--- src/rtl/md_pkg.sv ---
// Shared definitions for the HI/LO multiply/divide unit: op codes, FSM states, latency.
package md_pkg;

    localparam int MD_WIDTH  = 32;
    localparam int MD_CYCLES = MD_WIDTH + 2;

    typedef enum logic [1:0] {
        MD_MUL  = 2'b00,
        MD_DIV  = 2'b01,
        MD_MTHI = 2'b10,
        MD_MTLO = 2'b11
    } md_op_e;

    typedef enum logic [1:0] {
        S_IDLE = 2'b00,
        S_CALC = 2'b01,
        S_FIX  = 2'b10
    } md_state_e;

endpackage

--- src/rtl/mul_div_unit_if.sv ---
// Request/result bundle between the EX stage issue logic and the multiply/divide unit.
interface mul_div_unit_if #(
    parameter int WIDTH = 32
);
    logic             start;
    logic [1:0]       op;
    logic             sign;
    logic [WIDTH-1:0] a;
    logic [WIDTH-1:0] b;
    logic             flush;
    logic             busy;
    logic             done;
    logic             div_by_zero;
    logic [WIDTH-1:0] hi;
    logic [WIDTH-1:0] lo;

    modport master (
        output start, op, sign, a, b, flush,
        input  busy, done, div_by_zero, hi, lo
    );

    modport slave (
        input  start, op, sign, a, b, flush,
        output busy, done, div_by_zero, hi, lo
    );
endinterface

--- src/rtl/md_step.sv ---
// One radix-2 iteration: shift-add for multiply, restoring shift-subtract for divide.
// acc layout: multiply {partial product high, remaining multiplier bits};
//             divide   {partial remainder, dividend bits / quotient bits}.
module md_step #(
    parameter int WIDTH = 32
) (
    input  logic               is_div_i,
    input  logic [2*WIDTH-1:0] acc_i,
    input  logic [WIDTH-1:0]   operand_i,
    output logic [2*WIDTH-1:0] acc_o
);

    logic [WIDTH:0] sum_s;
    logic [WIDTH:0] rem_sh_s;
    logic [WIDTH:0] diff_s;

    // Compute both candidate steps and select the one for the active op.
    always_comb begin
        sum_s    = {1'b0, acc_i[2*WIDTH-1:WIDTH]}
                 + (acc_i[0] ? {1'b0, operand_i} : {(WIDTH+1){1'b0}});
        rem_sh_s = acc_i[2*WIDTH-1:WIDTH-1];
        diff_s   = rem_sh_s - {1'b0, operand_i};
        if (is_div_i) begin
            // A borrow out of the subtraction means the divisor did not fit: restore.
            if (diff_s[WIDTH]) begin
                acc_o = {rem_sh_s[WIDTH-1:0], acc_i[WIDTH-2:0], 1'b0};
            end else begin
                acc_o = {diff_s[WIDTH-1:0], acc_i[WIDTH-2:0], 1'b1};
            end
        end else begin
            // Carry of the add becomes the top bit after the right shift.
            acc_o = {sum_s, acc_i[WIDTH-1:1]};
        end
    end

endmodule

--- src/rtl/mul_div_unit.sv ---
// Iterative HI/LO multiply/divide unit. Works on operand magnitudes for WIDTH
// cycles, then applies sign correction and writes HI/LO in a final fix cycle.
module mul_div_unit
    import md_pkg::*;
#(
    parameter int WIDTH = 32
) (
    input  logic           clk,
    input  logic           rst_n,
    mul_div_unit_if.slave  md
);

    localparam int CNT_W = $clog2(WIDTH) + 1;
    localparam logic [WIDTH-1:0]   ONE_W  = {{(WIDTH-1){1'b0}}, 1'b1};
    localparam logic [2*WIDTH-1:0] ONE_2W = {{(2*WIDTH-1){1'b0}}, 1'b1};

    md_op_e             op_s;
    logic               a_neg_s;
    logic               b_neg_s;
    logic               b_zero_s;
    logic [WIDTH-1:0]   mag_a_s;
    logic [WIDTH-1:0]   mag_b_s;
    logic [WIDTH-1:0]   dvd_s;
    logic [2*WIDTH-1:0] step_acc_s;
    logic [2*WIDTH-1:0] prod_fix_s;
    logic [WIDTH-1:0]   quot_fix_s;
    logic [WIDTH-1:0]   rem_fix_s;

    md_state_e          state_q;
    logic [CNT_W-1:0]   counter_q;
    logic [2*WIDTH-1:0] acc_q;
    logic [WIDTH-1:0]   operand_q;
    logic               is_div_q;
    logic               neg_quo_q;
    logic               neg_rem_q;
    logic               dbz_q;
    logic               busy_q;
    logic               done_q;
    logic               dbz_out_q;
    logic [WIDTH-1:0]   hi_q;
    logic [WIDTH-1:0]   lo_q;

    // Operand magnitudes and sign info from the live request, consumed at the start edge.
    always_comb begin
        op_s     = md_op_e'(md.op);
        a_neg_s  = md.sign & md.a[WIDTH-1];
        b_neg_s  = md.sign & md.b[WIDTH-1];
        mag_a_s  = a_neg_s ? (~md.a + ONE_W) : md.a;
        mag_b_s  = b_neg_s ? (~md.b + ONE_W) : md.b;
        b_zero_s = (md.b == {WIDTH{1'b0}});
        // Divide by zero keeps the raw dividend so it falls out unchanged as the remainder.
        if ((op_s == MD_DIV) && b_zero_s) begin
            dvd_s = md.a;
        end else begin
            dvd_s = mag_a_s;
        end
    end

    md_step #(.WIDTH(WIDTH)) u_step (
        .is_div_i  (is_div_q),
        .acc_i     (acc_q),
        .operand_i (operand_q),
        .acc_o     (step_acc_s)
    );

    // Sign correction of the finished magnitude result.
    always_comb begin
        prod_fix_s = neg_quo_q ? (~acc_q + ONE_2W) : acc_q;
        quot_fix_s = neg_quo_q ? (~acc_q[WIDTH-1:0] + ONE_W) : acc_q[WIDTH-1:0];
        rem_fix_s  = neg_rem_q ? (~acc_q[2*WIDTH-1:WIDTH] + ONE_W) : acc_q[2*WIDTH-1:WIDTH];
    end

    // Control FSM, datapath registers and registered HI/LO/status outputs.
    always_ff @(posedge clk or negedge rst_n) begin
        if (!rst_n) begin
            state_q   <= S_IDLE;
            counter_q <= {CNT_W{1'b0}};
            acc_q     <= {(2*WIDTH){1'b0}};
            operand_q <= {WIDTH{1'b0}};
            is_div_q  <= 1'b0;
            neg_quo_q <= 1'b0;
            neg_rem_q <= 1'b0;
            dbz_q     <= 1'b0;
            busy_q    <= 1'b0;
            done_q    <= 1'b0;
            dbz_out_q <= 1'b0;
            hi_q      <= {WIDTH{1'b0}};
            lo_q      <= {WIDTH{1'b0}};
        end else begin
            done_q    <= 1'b0;
            dbz_out_q <= 1'b0;
            case (state_q)
                S_IDLE: begin
                    // A simultaneous flush drops the request entirely.
                    if (md.start && !md.flush) begin
                        case (op_s)
                            MD_MUL: begin
                                acc_q     <= {{WIDTH{1'b0}}, mag_b_s};
                                operand_q <= mag_a_s;
                                is_div_q  <= 1'b0;
                                neg_quo_q <= a_neg_s ^ b_neg_s;
                                neg_rem_q <= 1'b0;
                                dbz_q     <= 1'b0;
                                counter_q <= {CNT_W{1'b0}};
                                busy_q    <= 1'b1;
                                state_q   <= S_CALC;
                            end
                            MD_DIV: begin
                                acc_q     <= {{WIDTH{1'b0}}, dvd_s};
                                operand_q <= mag_b_s;
                                is_div_q  <= 1'b1;
                                neg_quo_q <= (a_neg_s ^ b_neg_s) & ~b_zero_s;
                                neg_rem_q <= a_neg_s & ~b_zero_s;
                                dbz_q     <= b_zero_s;
                                counter_q <= {CNT_W{1'b0}};
                                busy_q    <= 1'b1;
                                state_q   <= S_CALC;
                            end
                            MD_MTHI: hi_q <= md.a;
                            MD_MTLO: lo_q <= md.a;
                            default: state_q <= S_IDLE;
                        endcase
                    end
                end
                S_CALC: begin
                    if (md.flush) begin
                        busy_q  <= 1'b0;
                        state_q <= S_IDLE;
                    end else begin
                        acc_q     <= step_acc_s;
                        counter_q <= counter_q + {{(CNT_W-1){1'b0}}, 1'b1};
                        if (counter_q == CNT_W'(WIDTH - 1)) begin
                            state_q <= S_FIX;
                        end
                    end
                end
                S_FIX: begin
                    busy_q  <= 1'b0;
                    state_q <= S_IDLE;
                    if (!md.flush) begin
                        if (is_div_q) begin
                            hi_q <= rem_fix_s;
                            lo_q <= quot_fix_s;
                        end else begin
                            hi_q <= prod_fix_s[2*WIDTH-1:WIDTH];
                            lo_q <= prod_fix_s[WIDTH-1:0];
                        end
                        done_q    <= 1'b1;
                        dbz_out_q <= dbz_q;
                    end
                end
                default: begin
                    busy_q  <= 1'b0;
                    state_q <= S_IDLE;
                end
            endcase
        end
    end

    assign md.busy        = busy_q;
    assign md.done        = done_q;
    assign md.div_by_zero = dbz_out_q;
    assign md.hi          = hi_q;
    assign md.lo          = lo_q;

endmodule

--- src/flat_wrapper.sv ---
// flat-port wrapper written by rule: the top's interface ports become plain ports
module mul_div_unit_flat import md_pkg::*;
#(
    parameter int WIDTH = 32
)
  (clk, rst_n, md_start, md_op, md_sign, md_a, md_b, md_flush, md_busy, md_done, md_div_by_zero, md_hi, md_lo);
  mul_div_unit_if #(.WIDTH(WIDTH)) md_i ();
  input  logic clk;
  input  logic rst_n;
  input wire logic [$bits(md_i.start)-1:0] md_start;
  input wire logic [$bits(md_i.op)-1:0] md_op;
  input wire logic [$bits(md_i.sign)-1:0] md_sign;
  input wire logic [$bits(md_i.a)-1:0] md_a;
  input wire logic [$bits(md_i.b)-1:0] md_b;
  input wire logic [$bits(md_i.flush)-1:0] md_flush;
  output wire logic [$bits(md_i.busy)-1:0] md_busy;
  output wire logic [$bits(md_i.done)-1:0] md_done;
  output wire logic [$bits(md_i.div_by_zero)-1:0] md_div_by_zero;
  output wire logic [$bits(md_i.hi)-1:0] md_hi;
  output wire logic [$bits(md_i.lo)-1:0] md_lo;
  assign md_i.start = md_start;
  assign md_i.op = md_op;
  assign md_i.sign = md_sign;
  assign md_i.a = md_a;
  assign md_i.b = md_b;
  assign md_i.flush = md_flush;
  assign md_busy = md_i.busy;
  assign md_done = md_i.done;
  assign md_div_by_zero = md_i.div_by_zero;
  assign md_hi = md_i.hi;
  assign md_lo = md_i.lo;
  mul_div_unit #(.WIDTH(WIDTH)) u_core (.clk(clk), .rst_n(rst_n), .md(md_i));
endmodule
--- config.mk ---
export PLATFORM = sky130hd
export DESIGN_NAME = mul_div_unit_flat
export DESIGN_NICKNAME = d
export VERILOG_FILES = /design/src/rtl/md_pkg.sv /design/src/rtl/mul_div_unit_if.sv /design/src/rtl/md_step.sv /design/src/rtl/mul_div_unit.sv /design/src/flat_wrapper.sv
export SDC_FILE = /design/constraint.sdc
export NUM_CORES = 1
export LEC_CHECK = 0
export CORE_MARGIN = 3
export CORE_UTILIZATION = 39
export DETAILED_ROUTE_END_ITERATION = 7
export DONT_BUFFER_PORTS = 1
export MAX_ROUTING_LAYER = met4
export PLACE_DENSITY_LB_ADDON = 0.08
export REMOVE_ABC_BUFFERS = 1
export SLEW_MARGIN = 20
export SYNTH_ARGS = -nofsm -noshare
export SYNTH_HDL_FRONTEND = slang
export SYNTH_SLANG_ARGS = --single-unit
--- constraint.sdc ---
create_clock -name clk -period 7.8 [get_ports clk]
set_input_delay 2.34 -clock clk [delete_from_list [all_inputs] [get_ports clk]]
set_output_delay 2.34 -clock clk [all_outputs]
set_load 0.005 [all_outputs]
### Yosys cells after proc, flatten, opt, wreduce, memory -nomap -nowiden

Index checks and enable logic that the tools add are counted.
Widths: inputs -> output; s select.

| storage, ports and cells | value |
|---|---|
| register bits | 175 |
| input port bits | 71 |
| output and inout port bits | 67 |
| word-level logic and storage cells | 109 |

| operators by class | value |
|---|---|
| $add $sub $neg | 8 |
| equal/unequal tests | 15 |
| muxes and demuxes | 45 |
| bitwise gates (word level) | 11 |
| reductions and logical operators | 17 |

Operators with widths:

| cell | number |
|---|---|
| $mux 32 | 14 |
| $mux 64 | 5 |
| $pmux 64 s2 | 2 |
| $pmux 32 s2 | 3 |
| $add 32x1->32 const B | 4 |
| $not 32->32 | 4 |
| $add 64x1->64 const B | 1 |
| $not 64->64 | 1 |
| $add 32x33->33 | 1 |
| $sub 33x32->33 | 1 |
| $logic_not 32->1 | 1 |
| $mux 6 | 3 |
| $reduce_and 4->1 | 4 |
| $ne 2x2->1 const B | 6 |
| $pmux 6 s2 | 1 |
| $pmux 1 s2 | 5 |
| $reduce_and 3->1 | 3 |
| $mux 2 | 4 |
| $mux 1 | 7 |
| $add 6x1->6 const B | 1 |
| $eq 2x2->1 const B | 3 |
| $eq 6x5->1 const B | 1 |
| $ne 3x2->1 const B | 2 |
| $reduce_bool 2->1 | 3 |
| other kinds (10) | 16 |

### Depth between registers and ports, before layout

Gate-level depths: netlist of the first run.

| depth | value |
|---|---|
| depth in word-level cells | 7 |
| depth in mapped cells | 16 |
| gate-level depth less buffers | 14 |

### Cells and area by module

Synthesis of the first run repeated with hierarchy kept, for this count alone.

| unflattened totals | value |
|---|---|
| cells, all modules | 2010 |
| area, all modules | 15851.5 um2 |

Modules (own cells, without submodules):

| module | times used | cells an instance | area an instance (um2) | sequential area each (um2) |
|---|---|---|---|---|
| mul_div_unit | 1 | 1298 | 11021.8 | 4379.2 |
| md_step | 1 | 712 | 4829.6 | 0.0 |

### Least setup slack after synthesis of the first run

Ideal clock, no wire load.

| path | value |
|---|---|
| path type | in2reg |
| start | input md_b[1] |
| end | register u_core.acc_q[25] |
| library setup time | 0.122 ns |
| arrival time | 4.723 ns |
| data required time | 7.678 ns |
| slack | 2.956 ns |
| cell stages on the path | 13 |
| buffers on the path | 1 |
| cells stage by stage | inv_1 > ha_1 > or3b_2 > nor4_4 > nor3b_4 > nand2_2 > or4_1 > buf_6 > nand2_4 > a21oi_2 > xnor2_1 > nand2_1 > a32o_1 |

| on the way | value |
|---|---|
| cells in the longest elaborated chain, start to end | 6 |
| elaborated cells between the ends (all ways) | 9 |
| those cells by class | add/sub: 1; mux: 5; bitwise: 1; reduce/logical: 2 |

Ends and longest elaborated chain:

| element | line | text |
|---|---|---|
| start, declared | flat_wrapper.sv:14 | `input wire logic [$bits(md_i.b)-1:0] md_b;` |
| $not 32->32 or $logic_not 32->1 (tied branches) | mul_div_unit.sv:49, mul_div_unit.sv:50 |  |
| $add 32x1->32 or $logic_and 1x1->1 (tied branches) | mul_div_unit.sv:49, mul_div_unit.sv:52 |  |
| $mux 32 (on tied branches) | mul_div_unit.sv:49, mul_div_unit.sv:52 |  |
| $pmux 64 s2 (*) | mul_div_unit.sv:96 | `case (op_s)` |
| $mux 64 (*) | mul_div_unit.sv:95 | `if (md.start && !md.flush) begin` |
| $pmux 64 s2 (*) | mul_div_unit.sv:92 | `case (state_q)` |
| end signal, assigned | mul_div_unit.sv:78 | `acc_q <= {(2*WIDTH){1'b0}};` |
| end signal, assigned | mul_div_unit.sv:98 | `acc_q <= {{WIDTH{1'b0}}, mag_b_s};` |
| end signal, assigned | mul_div_unit.sv:109 | `acc_q <= {{WIDTH{1'b0}}, dvd_s};` |
| end, declared | mul_div_unit.sv:31 | `logic [2*WIDTH-1:0] acc_q;` |

Mark *: on every way between the ends. The rest lies on a longest branch, timed or not. The select of a mux whose other input is x is not followed.
A chain may end at the register's enable or synchronous reset.

### Worst setup path in the final report of the first run

Ends and elaborated chain as after synthesis.

==> results of run 1 <==
-- worst max-delay path, delay by kind of cell --
kind | cells | cell delay [ns]
buffers and inverters | 1 | 0.05
adders and majority gates | 1 | 0.18
and+or+nand+nor | 7 | 2.58
xor gates and xnor gates | 1 | 0.16
AOI/OAI and AO/OA | 2 | 0.32
-- path summary, 6_finish.rpt --
kind / from / to / slack (ns) / cells past startpoint
worst max-delay path: md_b[1] / u_core.acc_q[25] / 2.50 / 12
worst min-delay path: u_core.counter_q[5] / u_core.state_q[1] / 0.48 / 1
worst max register to register: u_core.acc_q[31] / u_core.acc_q[61] / 3.04 / 13
worst min register to register: u_core.counter_q[5] / u_core.state_q[1] / 0.48 / 1
max in group asynchronous: rst_n / u_core.acc_q[58] / 5.92 / 0
min in group asynchronous: rst_n / u_core.md.hi[4] / 1.57 / 0
-- sequential cells by signal, indices dropped and copies added, names as in the netlist --
name / count
u_core.neg_rem_q: 1
u_core.md.hi: 32
u_core.md.div_by_zero: 1
u_core.state_q: 2
u_core.operand_q: 32
u_core.md.busy: 1
u_core.neg_quo_q: 1
u_core.md.lo: 32
u_core.dbz_q: 1
u_core.md.done: 1
u_core.is_div_q: 1
u_core.counter_q: 6
u_core.acc_q: 64
-- through the flow --
step	setup WS [ns]	TNS [ns]	cell area (µm²)	hold WS (ns)	std cells
global route	2.34	0	16600	0.519	2452
CTS	2.60	0	16600	0.487	2452
global placement	2.13	0	16000	0.463	2420
floorplan	-1.08	-22.07	15000	0.442	1874
detailed placement	2.11	0	16000	0.476	2420
finish	2.50	0	16600	0.483	2453
-- kinds of logic after synthesis --
| logic type | share of synthesized area |
|---|---|
| xor gates and xnor gates | 0.115 |
| and+or+nand+nor | 0.193 |
| muxes | 0.0396 |
| AOI/OAI and AO/OA | 0.264 |
| adders and majority gates | 0.0580 |
| DFF | 0.281 |
| buffers and inverters | 0.0497 |
-- power groups by stage --
stage	Combinational (µW)	Sequential (µW)	Clock, µW
4_1_cts	2980	1570	997
6_report	3020	1580	980
2_1_floorplan	2230	1410	0
3_5_place_dp	2960	1580	0
5_1_grt	3310	1610	1030
3_3_place_gp	2950	1590	0
-- layout make-up --
type,instances,area [µm²]
Sequential cell,175,4380
Clock buffer,19,443
Clock inverter,13,196
Multi-Input combinational cell,1633,10500
Timing Repair Buffer,28,210
Antenna cell,1,2.50
Inverter,66,248
Fill cell,4011,22400
Tap cell,518,648
-- per-layer routing --
layer / up-vias / track usage / wire [µm]
li1: 7052 / - / -
met1: 7511 / 0.413 / 28500
met2: 585 / 0.457 / 27600
met3: 93 / 0.0619 / 4520
met4: 0 / 0.0853 / 1700
met5: - / - / 0
-- cells in the final DEF (no fill, tap or decap), types with 11 or more instances in the layout --
cell and n:
a211oi_1 20, a21o_1 40, a21oi_1 172, a22oi_1 21, a31oi_1 31, and3_1 11, buf_4 28, clkbuf_16 17
dfrtp_1 174, ha_1 69, inv_1 64, mux2i_1 56, nand2_1 193, nand2b_1 26, nand3_1 36, nand4_1 17
nor2_1 216, nor2b_1 12, nor3_1 43, nor4_1 17, o211ai_1 36, o21a_1 11, o21ai_0 178, o221ai_1 17
o22ai_1 12, o31ai_1 37, or3_1 18, or4_1 14, xnor2_1 115, xor2_1 89
==> flow_metrics.py, run 1 <==
metrics = {
    "global_route": {
        "grt_pass1_vias": 14480,
        "overflow": 0,
        "track_usage": 0.303,
        "grt_start_max_net_pins": 176,
        "grt_first_pass_wirelength_um": 94000,
        "antenna_found_initial": 0,
    },
    "hold_path": {
        "hold_path.class": "reg -> reg",
    },
    "worst_setup_path": {
        "cp_cell_sequence": "inv_1 -> ha_1 -> or3b_2 -> nor4_4 -> nor3b_4 -> nand2_2 -> or4_1 -> nand2_4 -> a21oi_2 -> xnor2_1 -> nand2_1 -> a32o_1",
        "arrival_ns": 5.65,
        "slowest_stage": "or4_1",
        "crit_type": "in -> reg",
        "required_ns": 8.16,
        "cp-start-kind": "primary input",
        "worstPathMaxFanout": 16,
        "endpoint_kind": "flip-flop",
        "slowest_delay_ns": 0.84,
    },
    "pwr": {
        "swShare": 0.481,
        "internal_power_uw": 2890,
        "p_switching_uw": 2680,
        "power_frac_seq": 0.283,
        "combPwrFrac": 0.541,
        "power_density_nw_per_um2": 336,
        "vdd_drop_max_uv": 149,
        "pwr-share-clk": 0.176,
        "p_total_uw": 5580,
        "p_leak_uw": 0.00700,
    },
    "detailed_routing": {
        "routed_wl_um": 62300,
        "num_vias": 15241,
        "drc": 0,
        "drt_pass1_iterations": 6,
        "drt_iter0_markers": 1559,
        "wl_per_cell_um": 25.4,
        "vias_per_cell": 6.21,
        "antenna_left": 0,
    },
    "yosys": {
        "async_flop_share": 1.00,
        "synthTopCellsByCount": "nor2_1, nand2_1, o21ai_0",
        "synth.distinct_cells": 76,
        "yosys_warnings": 0,
        "synth_top_area_share": 0.281,
        "synth-edff-count": 0,
        "syn_inst": 2005,
        "synth.avg_cell_area_um2": 7.77,
        "ys_seq_area_frac": 0.281,
        "synth_area_leader_cell": "dfrtp_1",
        "synthTopCellsByArea": "dfrtp_1, xnor2_1, o21ai_0",
        "synth_area_um2": 15600,
        "ys_ff_latch": 175,
        "yosysMostFrequentCell": "nor2_1",
        "synth_flop_cell": "dfrtp_1",
    },
    "clock_tree": {
        "cts_setup_buffers": 0,
        "ctsRootBufferMaster": "clkbuf_16",
        "ctsHoldBuffers": 0,
        "htree_levels": 4,
        "tritoncts": "yes",
        "cts_resized": 0,
        "cts_sinks": 175,
        "insertion_delay_ns": 0.47,
        "clkTransAtPathRegs_ns": 0.07,
        "cts_inserted_buffers": 17,
        "ctsLongestPathBuffers": 2,
    },
    "timing": {
        "drv_slew": 0,
        "rsz0062_at_grt": "false",
        "min_period_ns": 5.30,
        "setup_viol": 0,
        "fmax_mhz": 189,
        "timing.slew.headroom": 0.304,
        "post-route-period-util": 0.679,
        "worst_slew_pin_slew_ns": 1.03,
        "hold_violations": 0,
        "fin_skew_ns": 0.0126,
    },
    "finish": {
        "post-route-util": 0.426,
        "area_growth_pct": 6.68,
        "final_nets": 2063,
        "drive_above_1_share": 0.0533,
    },
    "die": {
        "floorplan.die_area_um2": 42400,
        "rows": 72,
        "io_pins": 138,
        "die_h_um": 206,
        "start_util": 0.399,
        "die_w_um": 206,
        "coreArea_um2": 39000,
    },
    "outcome": {
        "status": "finished clean",
    },
    "placed_design": {
        "io_buffers": 0,
        "hpwl_um": 45600,
        "gp_congestion": 0.964,
    },
    "flow_run": {
        "cap_violations": 0,
    },
}
No activity file was read; power rests on OpenSTA's default activity.
==> run 2: changes to the inputs <==
- clock period: 7.8 -> 4.8 ns (I/O delays scaled with it)
==> flow_metrics.py, run 2 (same netlist as run 1, synthesis figures left out) <==
metrics = {
    "worst_setup_path": {
        "worstReg2RegStart": "u_core.acc_q[31]",
        "critPathTopFamily": "compound AO/OA/AOI/OAI gates",
        "worst_r2r_endpoint": "u_core.acc_q[50]",
        "r2r_cells": 14,
        "cp-start-kind": "flip-flop",
        "crit_type": "reg -> reg",
        "cp_cell_sequence": "inv_1 -> ha_1 -> fa_1 -> nand2b_1 -> a21oi_1 -> o22ai_1 -> o21ai_0 -> nand2_1 -> o211ai_1 -> xor2_4 -> buf_4 -> mux2i_1 -> a21oi_1 -> a22o_1",
        "crit_path_start": "u_core.acc_q[31]",
        "worstPathMaxFanout": 17,
        "cp_num_buf_inv": 2,
        "slowest_stage": "dfrtp_1",
        "endpoint_kind": "flip-flop",
        "required_ns": 5.14,
        "reg2reg_slack_ns": 0.62,
        "slowest_delay_ns": 0.44,
        "arrival_ns": 4.53,
        "crit_top_cell": "a21oi_1",
    },
    "timing": {
        "setup_viol": 0,
        "min_period_ns": 4.18,
        "hold_violations": 0,
        "tns_ns": 0,
        "post-route-period-util": 0.872,
        "rsz0062_at_grt": "false",
        "timing.slew.headroom": 0.289,
        "fin_skew_ns": 0.0155,
        "drv_slew": 0,
        "fmax_mhz": 239,
        "worst_slew_pin_slew_ns": 1.06,
    },
    "detailed_routing": {
        "drt_pass1_iterations": 5,
        "routed_wl_um": 61800,
        "drt_iter0_markers": 1467,
        "drc": 0,
        "num_vias": 15160,
        "wl_per_cell_um": 25.0,
        "antenna_left": 0,
        "vias_per_cell": 6.13,
    },
    "clock_tree": {
        "ctsHoldBuffers": 0,
        "clkTransAtPathRegs_ns": 0.08,
        "cts_setup_buffers": 0,
        "cts_resized": 0,
        "tritoncts": "yes",
        "ctsLongestPathBuffers": 2,
        "cts_inserted_buffers": 17,
        "insertion_delay_ns": 0.46,
        "htree_levels": 4,
        "cts_sinks": 175,
        "ctsRootBufferMaster": "clkbuf_16",
    },
    "placed_design": {
        "placed_area_um2": 16200,
        "hpwl_um": 46500,
        "place_inst": 2442,
        "gp_congestion": 0.968,
        "io_buffers": 0,
    },
    "pwr": {
        "vdd_drop_max_uv": 300,
        "p_leak_uw": 0.00706,
        "combPwrFrac": 0.563,
        "swShare": 0.490,
        "power_density_nw_per_um2": 533,
        "power_frac_seq": 0.282,
        "p_switching_uw": 4360,
        "internal_power_uw": 4530,
        "pwr-share-clk": 0.156,
    },
    "finish": {
        "post-route-util": 0.428,
        "final_nets": 2085,
        "fin_area_um2": 16700,
        "diodes": 0,
        "final_common_cell": "nor2_1",
        "stdcell_count": 2474,
        "final_cell_mix": "nor2_1, nand2_1, o21ai_0",
        "largest-register": "u_core.acc_q",
        "drive_above_1_share": 0.0634,
        "largest_reg_flops": 64,
        "fill_cells": 4003,
        "area_growth_pct": 7.15,
    },
    "global_route": {
        "track_usage": 0.302,
        "met1_usage": 0.417,
        "grt_first_pass_wirelength_um": 94300,
        "top_usage_layer": "met2",
        "grt_start_max_net_pins": 176,
        "grt_use_met2": 0.443,
        "antenna_found_initial": 0,
        "met3_usage": 0.0631,
        "overflow": 0,
        "grt_pass1_vias": 14694,
    },
    "die": {
        "die_w_um": 206,
        "rows": 72,
        "coreArea_um2": 39000,
        "die_h_um": 206,
        "start_util": 0.399,
        "io_pins": 138,
        "floorplan.die_area_um2": 42400,
    },
    "flow_run": {
        "cap_violations": 0,
    },
    "outcome": {
        "status": "finished clean",
    },
    "hold_path": {
        "hold_path.class": "reg -> reg",
        "hold_depth": 2,
        "hold_end": "u_core.dbz_q",
        "min_from": "u_core.dbz_q",
    },
}
-- run 2: metal layers --
layer / vias to the layer above / wire length, µm
li1: 7091 / -
met1: 7414 / 28400
met5: - / 0
met2: 567 / 26700
met4: 0 / 2040
met3: 88 / 4650
-- run 2: how the worst max path moves through the flow --
stage | end | slack (ns) | depth (start not counted)
floorplan | u_core.acc_q[1] | -3.18 | 5
global placement | u_core.acc_q[15] | 0.41 | 12
detailed placement | u_core.acc_q[15] | 0.37 | 12
CTS | u_core.acc_q[61] | 0.70 | 14
global route | u_core.acc_q[61] | 0.33 | 14
finish | u_core.acc_q[50] | 0.62 | 14
-- run 2: stage by stage --
step                worst slack, ns  hold WS (ns)  power (µW)
finish                        0.617         0.484        8890
global route                  0.331         0.495        9530
CTS                           0.696         0.484        8850
detailed placement            0.370         0.468        7430
global placement              0.410         0.467        7430
floorplan                     -3.18         0.442        5930
-- run 2: tightest hold or removal path: cells and delay by family, from the launching register on --
| family | cells | cell delay [ns] |
|---|---|---|
| and+or+nand+nor | 1 | 0.05 |
| AOI/OAI and AO/OA | 1 | 0.06 |
| DFF | 1 | 0.34 |
-- run 2: area by class of cell --
cell class	count	area [µm²]	share of cell area
inverter	66	248	0.0148
tap	518	648	0.0388
timing repair buffer	50	388	0.0232
clock buffer	19	433	0.0259
clock inverter	13	105	0.00630
multi-input combinational	1633	10500	0.628
sequential	175	4380	0.262
-- run 2: power groups by stage --
stage          clock network, µW  registers [µW]  logic [µW]
6_report                    1380            2510        5000
5_1_grt                     1460            2560        5510
4_1_cts                     1410            2490        4940
3_5_place_dp                   0            2520        4910
3_3_place_gp                   0            2520        4910
2_1_floorplan                  0            2300        3630
==> run 3: changes to the inputs <==
- CTS_BUF_LIST: default -> sky130_fd_sc_hd__clkbuf_8
- SKIP_LAST_GASP: default -> 1
==> flow_metrics.py, run 3 (same netlist as run 1, synthesis figures left out) <==
metrics = {
    "outcome": {
        "status": "finished clean",
    },
    "global_route": {
        "grt_first_pass_wirelength_um": 94300,
        "antenna_found_initial": 0,
        "grt_pass1_vias": 14656,
        "grt_start_max_net_pins": 176,
        "track_usage": 0.302,
        "overflow": 0,
    },
    "detailed_routing": {
        "drt_pass1_iterations": 8,
        "dr_wl_met2_um": 26800,
        "routed_wl_um": 61800,
        "wl_per_cell_um": 25.0,
        "drt_iter0_markers": 1449,
        "vias_per_cell": 6.15,
        "wl_met3_um": 4660,
        "highest_layer": "met4",
        "routedLengthMet1_um": 28600,
        "drc": 0,
        "num_vias": 15228,
        "antenna_left": 0,
    },
    "timing": {
        "fmax_mhz": 240,
        "timing.slew.headroom": 0.290,
        "setup_viol": 0,
        "worst_slew_pin_slew_ns": 1.06,
        "min_period_ns": 4.17,
        "drv_slew": 0,
        "rsz0062_at_grt": "false",
        "whs_ns": 0.489,
        "hold_violations": 0,
        "post-route-period-util": 0.869,
        "fin_skew_ns": 0.0201,
    },
    "finish": {
        "largest_reg_flops": 64,
        "final_cell_mix": "nor2_1, nand2_1, o21ai_0",
        "drive_above_1_share": 0.0634,
        "final_nets": 2085,
        "final_common_cell": "nor2_1",
        "largest-register": "u_core.acc_q",
        "fin_area_um2": 16500,
        "post-route-util": 0.423,
        "area_growth_pct": 5.94,
    },
    "worst_setup_path": {
        "worstReg2RegStart": "u_core.acc_q[31]",
        "cp-start-kind": "flip-flop",
        "endpoint_kind": "flip-flop",
        "crit_path_start": "u_core.acc_q[31]",
        "crit_type": "reg -> reg",
        "reg2reg_slack_ns": 0.63,
        "arrival_ns": 4.58,
        "required_ns": 5.21,
        "worstPathMaxFanout": 17,
    },
    "die": {
        "io_pins": 138,
        "die_h_um": 206,
        "floorplan.die_area_um2": 42400,
        "coreArea_um2": 39000,
        "start_util": 0.399,
        "rows": 72,
        "die_w_um": 206,
    },
    "pwr": {
        "p_leak_uw": 0.00699,
        "power_density_nw_per_um2": 518,
        "vdd_drop_max_uv": 221,
    },
    "placed_design": {
        "io_buffers": 0,
        "gp_congestion": 0.968,
        "hpwl_um": 46500,
        "placed_area_um2": 16200,
    },
    "clock_tree": {
        "cts_inserted_buffers": 17,
        "clkTransAtPathRegs_ns": 0.11,
        "ctsHoldBuffers": 0,
        "tritoncts": "yes",
        "cts_sinks": 175,
        "ctsRootBufferMaster": "clkbuf_8",
        "htree_levels": 4,
        "cts_resized": 0,
        "ctsLongestPathBuffers": 2,
        "insertion_delay_ns": 0.52,
        "cts_setup_buffers": 0,
    },
    "hold_path": {
        "hold_path.class": "reg -> reg",
        "min_from": "u_core.dbz_q",
    },
    "flow_run": {
        "cap_violations": 0,
    },
}
-- run 3: final timing paths --
check                                       endpoint  depth (start not counted)
worst min-delay path                    u_core.dbz_q                          2
worst max-delay path                u_core.acc_q[50]                         14
min in group asynchronous            u_core.md.lo[7]                          0
worst min register to register          u_core.dbz_q                          2
worst max register to register      u_core.acc_q[50]                         14
max in group asynchronous       u_core.operand_q[22]                          0
-- run 3: area by class of cell --
type                       count  area, µm²
fill                        4022      22500
multi-input combinational   1633      10500
sequential                   175       4380
tap                          518        648
timing repair buffer          50        388
inverter                      66        248
clock buffer                  17        234
clock inverter                15        113
antenna                        1       2.50
-- run 3: critical path, stage by stage, from the launching register on --
cell      delay (ns)
dfrtp_1         0.46
inv_1           0.15
ha_1            0.24
fa_1            0.38
nand2b_1        0.21
a21oi_1         0.22
o22ai_1         0.22
o21ai_0         0.34
nand2_1         0.19
o211ai_1        0.40
xor2_4          0.38
buf_4           0.35
mux2i_1         0.22
a21oi_1         0.08
a22o_1          0.21
-- run 3: report_power, final --
part / total (µW) / internal, µW / switching (µW) / leakage, µW
clock: 1040 / 363 / 674 / 0.000172
combinational: 5000 / 2010 / 2990 / 0.00463
sequential: 2500 / 1840 / 659 / 0.00218
total: 8540 / 4220 / 4330 / 0.00699
-- run 3: layer usage --
metal	GRT usage	up-vias
met3	0.0666	90
met2	0.444	565
met1	0.417	7470
met4	0.0897	0
met5	-	-
li1	-	7103
-- run 3: metrics by stage --
step	setup slack [ns]	setup TNS (ns)	cells	total power [µW]
6_report	0.627	0	2475	8540
5_1_grt	0.320	0	2474	9180
4_1_cts	0.690	0	2474	8490
3_5_place_dp	0.370	0	2442	7430
3_3_place_gp	0.410	0	2442	7430
2_1_floorplan	-3.18	-134.90	1874	5930
